[src/rtl/alu.sv]
// N-bit ALU: combinational pass/add/Q1.(N-1)-by-integer multiply result,
// with zero/neg/ovf flags registered under flag_en.
package cpuConfig;
  typedef enum logic [1:0] {
    ALU_A   = 2'd0,
    ALU_B   = 2'd1,
    ALU_ADD = 2'd2,
    ALU_MUL = 2'd3
  } aluFunc_t;
endpackage

module alu #(
  parameter int N      = 8,
  parameter int A_SIZE = 2
) (
  input  logic               clk,
  input  logic               nReset,
  input  logic [N-1:0]       a,
  input  logic [N-1:0]       b,
  input  cpuConfig::aluFunc_t func,
  input  logic               flag_en,
  output logic [N-1:0]       result,
  output logic               zero,
  output logic               neg,
  output logic               ovf
);

  localparam logic signed [2*N-1:0] ONE = {{(2*N-1){1'b0}}, 1'b1};

  logic [A_SIZE-1:0]       sel;
  logic [N-1:0]            sum;
  logic [2*N-1:0]          a_ext;
  logic [2*N-1:0]          b_ext;
  logic signed [2*N-1:0]   prod;
  logic signed [2*N-1:0]   shifted;
  logic signed [2*N-1:0]   trunc;
  logic                    add_ovf;
  logic                    mul_ovf;
  logic                    ovf_next;

  assign sel = A_SIZE'(func);

  always_comb begin
    sum     = a + b;
    add_ovf = (a[N-1] == b[N-1]) && (sum[N-1] != a[N-1]);
    a_ext   = {{N{a[N-1]}}, a};
    b_ext   = {{N{b[N-1]}}, b};
    prod    = $signed(a_ext) * $signed(b_ext);
    shifted = prod >>> (N-1);
    // Arithmetic shift floors; nudge negative inexact products back toward zero.
    if (prod[2*N-1] && (|prod[N-2:0]))
      trunc = shifted + ONE;
    else
      trunc = shifted;
    mul_ovf = !((&trunc[2*N-1:N-1]) || !(|trunc[2*N-1:N-1]));
  end

  always_comb begin
    result   = a;
    ovf_next = 1'b0;
    case (sel)
      A_SIZE'(cpuConfig::ALU_A): begin
        result   = a;
        ovf_next = 1'b0;
      end
      A_SIZE'(cpuConfig::ALU_B): begin
        result   = b;
        ovf_next = 1'b0;
      end
      A_SIZE'(cpuConfig::ALU_ADD): begin
        result   = sum;
        ovf_next = add_ovf;
      end
      A_SIZE'(cpuConfig::ALU_MUL): begin
        result   = trunc[N-1:0];
        ovf_next = mul_ovf;
      end
      default: begin
        result   = a;
        ovf_next = 1'b0;
      end
    endcase
  end

  always_ff @(posedge clk or negedge nReset) begin
    if (!nReset) begin
      zero <= 1'b0;
      neg  <= 1'b0;
      ovf  <= 1'b0;
    end else if (flag_en) begin
      zero <= (result == '0);
      neg  <= result[N-1];
      ovf  <= ovf_next;
    end
  end

endmodule

[config.mk]
export PLATFORM = sky130hd
export DESIGN_NAME = alu
export DESIGN_NICKNAME = d
export VERILOG_FILES = /design/src/rtl/alu.sv
export SDC_FILE = /design/constraint.sdc
export NUM_CORES = 1
export LEC_CHECK = 0
export ABC_CLOCK_PERIOD_IN_PS = 12000
export CORE_ASPECT_RATIO = 1.25
export CORE_UTILIZATION = 60
export CTS_CLUSTER_SIZE = 14
export DETAILED_ROUTE_END_ITERATION = 6
export PLACE_DENSITY = 0.83
export SYNTH_ARGS = -nofsm -noshare
export SYNTH_HDL_FRONTEND = slang
export SYNTH_SLANG_ARGS = --single-unit
[constraint.sdc]
create_clock -name clk -period 12 [get_ports clk]
set_input_delay 1.8 -clock clk [delete_from_list [all_inputs] [get_ports clk]]
set_output_delay 1.8 -clock clk [all_outputs]
set_load 0.02 [all_outputs]
==> run_results.csv <==
group,metric,value,unit
synth,synth-compound-area-share,0.1188,
routing,detail_route.drc_violations,0,
worst_setup_path,cp_max_fo,9,
clock_tree,max_clock_buf_depth,2,
routing,first_iter_violations,111,
routing,vias_per_cell,5.722,
synth,post_synth_instance_area,3412,um2
floorplanning,die-area,5994,um2
synth,yosys.area.top_type,"sky130_fd_sc_hd__fa_1",
placed_design,io_buffers,31,
global_routing,all_layer_global_routing_usage,0.2839,
synth,synth_top_area_share,0.3286,
synth,synthAdderAreaFrac,0.4679,
power_and_ir_drop,ir_drop,0.0003143,V
sta,grt_setup_unrepaired,"false",
synth,synth_enable_flop_cells,0,
worst_setup_path,timing.critical_path.required,10.20,ns
floorplanning,starting_density_of_the_core,0.6269,
floorplanning,floorplan.die.width,69.45,um
sta,endpoints_failing_setup,0,
synth,main_combinational_cell_family_by_area_after_synthesis,"adder cells",
sta,max_slew_margin_vs_limit,0.5432,
floorplanning,coreArea,5443,um2
worst_setup_path,cp_slowest_stage_delay,0.70,ns
run_status,status,"finished clean",
clock_tree,post_cts.repair.setup_buffers,0,
worst_setup_path,timing.reg2reg.setup_slack,11.27,ns
floorplanning,core.rowCount,30,
flow_run,cap_violations,0,
placed_design,place.detailed.hpwl,6520,um
sta,skew,0,ns
sta,max_clock_freq,102.7,MHz
synth,synth_simple_gate_area_share,0.1786,
synth,post_synth_inst_count,387,
clock_tree,post_cts_hold_buffer_count,0,
placed_design,globalplace.congestion,0.9047,
routing,totalWireLength,7719,um
synth,synth_top_cells_by_area,"sky130_fd_sc_hd__fa_1 33%, sky130_fd_sc_hd__ha_1 14%, sky130_fd_sc_hd__inv_1 10%",
global_routing,grt_remaining_overflow,0,
worst_setup_path,critical-path-top-delay-family,"adder cells",
sta,setup_tns,0,ns
worst_setup_path,crit_path_cell_trace,"clkdlybuf4s50_1 > ha_1 > inv_1 > fa_1 > inv_1 > fa_1 > fa_1 > inv_1 > fa_1 > inv_1 > ha_1 > a2111oi_4 > o21ai_1 > a21oi_1 > xor2_1 > nor4_2 > nand3_1 > xnor2_1 > a21o_1 > clkdlybuf4s50_1",
worst_setup_path,cp_slowest_cell,"sky130_fd_sc_hd__clkdlybuf4s50_1",
global_routing,grt_first_pass_wirelength,13590,um
sta,timing_hold_violations_final,0,
synth,synth-seq-area-share,0.02200,
power_and_ir_drop,static_leakage,0.001865,uW
floorplanning,floorplan.io_pins,32,
layout,post-route-util,0.7039,
global_routing,grt_max_degree,14,
power_and_ir_drop,power-per-cell-area,234.7,nW/um2
worst_setup_path,criticalPathCategory,"in -> out",
synth,synth.yosys.warnings,0,
sta,final.period_utilization,0.8113,
synth,async_flop_share,1.000,
layout,syn_to_final_growth,12.28,%
routing,detailedRoute.firstPassIterationCount,4,
layout,filler_cell_count,441,
global_routing,first_global_vias,3100,
clock_tree,cts-buffers-inserted,3,
layout,fin_nets,534,
routing,final_antenna_net_count,0,
clock_tree,clock-root-buffer,"sky130_fd_sc_hd__clkbuf_8",
synth,synthMuxAreaShare,0.03190,
synth,synth_ff_type,"sky130_fd_sc_hd__dfrtp_1",
global_routing,grt_antenna_before_repair,0,
clock_tree,postCtsResizedCells,0,
clock_tree,cts_tree,"yes",
worst_setup_path,worst-path-buf-inv,6,
worst_setup_path,critPathLaunchType,"primary input",
placed_design,post-place-cells,478,
synth,xor_xnor_share_of_the_synthesized_area,0.07481,
clock_tree,number_of_levels_in_the_clock_h_tree,1,
sta,fin_hold_ws,0.5002,ns
floorplanning,die_y,86.31,um
routing,detail_route.wl_per_cell,16.01,um
synth,syn-num-nets,502,
sta,worstMarginPinSlew,0.6746,ns
synth,syn_area_per_cell,8.817,um2
synth,synth-seq-cells,3,
layout,final_cells,482,
sta,maxSlewViolCount,0,
layout,drive_gt1_frac,0.05024,
layout,antenna_cells,0,
clock_tree,clkSinkCount,3,
sta,final_period_minus_worst_setup_slack,9.736,ns
worst_hold_path,hp-class,"reg -> reg",
worst_setup_path,cp.arrival,7.94,ns
clock_tree,clk-insertion-delay-late,0.21,ns
routing,dr_total_vias,2758,
clock_tree,clkSlewWorstSetupHoldPaths,0.03,ns
synth,synthDistinctLibCells,54,
power_and_ir_drop,finalPower,899.1,uW
worst_setup_path,worst_setup_path_end_kind,"primary output",
[flip-flops by register name (all words and copies together) (netlist names)]
name	cells
zero	1
ovf	1
neg	1
[stage by stage]
| stage | worst slack (ns) | area (um2) |
|---|---|---|
| floorplan | 3.645 | 3412 |
| global placement | 2.342 | 3786 |
| detailed placement | 2.277 | 3786 |
| CTS | 2.257 | 3831 |
| global route | 1.832 | 3831 |
| finish | 2.264 | 3831 |
[routing by layer]
layer,vias up,routed length (um),track usage
met3,16,296,0.02093
met5,-,0,0
met1,1365,2975,0.3195
li1,1299,-,-
met4,0,153,0.07421
met2,78,4294,0.5711
[cells by family after synthesis]
family	after synthesis
AOI/OAI and AO/OA	55
muxes	8
xor gates and xnor gates	25
buffers and inverters	96
adders and majority gates	94
DFF	3
and+or+nand+nor	106
[final cells by class]
| class | count | area [um2] | share of cell area |
|---|---|---|---|
| clock buffers | 4 | 45.04 | 0.01176 |
| multi-input cells | 288 | 2975 | 0.7766 |
| inverters | 92 | 345.3 | 0.09014 |
| well taps | 64 | 80.08 | 0.02090 |
| repair buffers | 31 | 310.3 | 0.08099 |
| flip-flops and latches | 3 | 75.07 | 0.01960 |
[synthesized netlist by cell type (5+ instances only)]
master,n
sky130_fd_sc_hd__a21o_1,5
sky130_fd_sc_hd__a21oi_1,15
sky130_fd_sc_hd__and2_1,40
sky130_fd_sc_hd__fa_1,56
sky130_fd_sc_hd__ha_1,38
sky130_fd_sc_hd__inv_1,92
sky130_fd_sc_hd__nand2_1,21
sky130_fd_sc_hd__nand2b_1,5
sky130_fd_sc_hd__nor2_1,9
sky130_fd_sc_hd__nor2b_1,9
sky130_fd_sc_hd__nor3_1,5
sky130_fd_sc_hd__xnor2_1,12
sky130_fd_sc_hd__xor2_1,9
[placed cells by master (no fill, tap or decap), types with 4 or more instances in the layout]
cell / count
sky130_fd_sc_hd__and2_1: 40
sky130_fd_sc_hd__nor2_1: 9
sky130_fd_sc_hd__ha_1: 38
sky130_fd_sc_hd__fa_1: 56
sky130_fd_sc_hd__o22ai_1: 4
sky130_fd_sc_hd__xnor2_1: 12
sky130_fd_sc_hd__xor2_1: 9
sky130_fd_sc_hd__o21ai_0: 4
sky130_fd_sc_hd__nor2b_1: 9
sky130_fd_sc_hd__nand2b_1: 5
sky130_fd_sc_hd__inv_1: 92
sky130_fd_sc_hd__nand3_1: 4
sky130_fd_sc_hd__clkdlybuf4s50_1: 31
sky130_fd_sc_hd__nand2_1: 21
sky130_fd_sc_hd__nor3_1: 5
sky130_fd_sc_hd__a21oi_1: 15
sky130_fd_sc_hd__a21o_1: 5
[worst paths after layout]
check	cells after the start	startpoint	endpoint
min in group asynchronous	1	nReset	ovf
min	1	neg	neg
min reg2reg	1	neg	neg
max	20	b[4]	result[7]
max in group asynchronous	1	nReset	neg
max reg2reg	1	neg	neg
[report_power, final]
group	leakage [uW]	internal, uW	total, uW	switching [uW]
combinational	0.00180	361	854	494
clock	0.0000228	22.7	29.5	6.81
sequential	0.0000381	13.8	15.2	1.48
No activity file was read; power rests on OpenSTA's default activity.
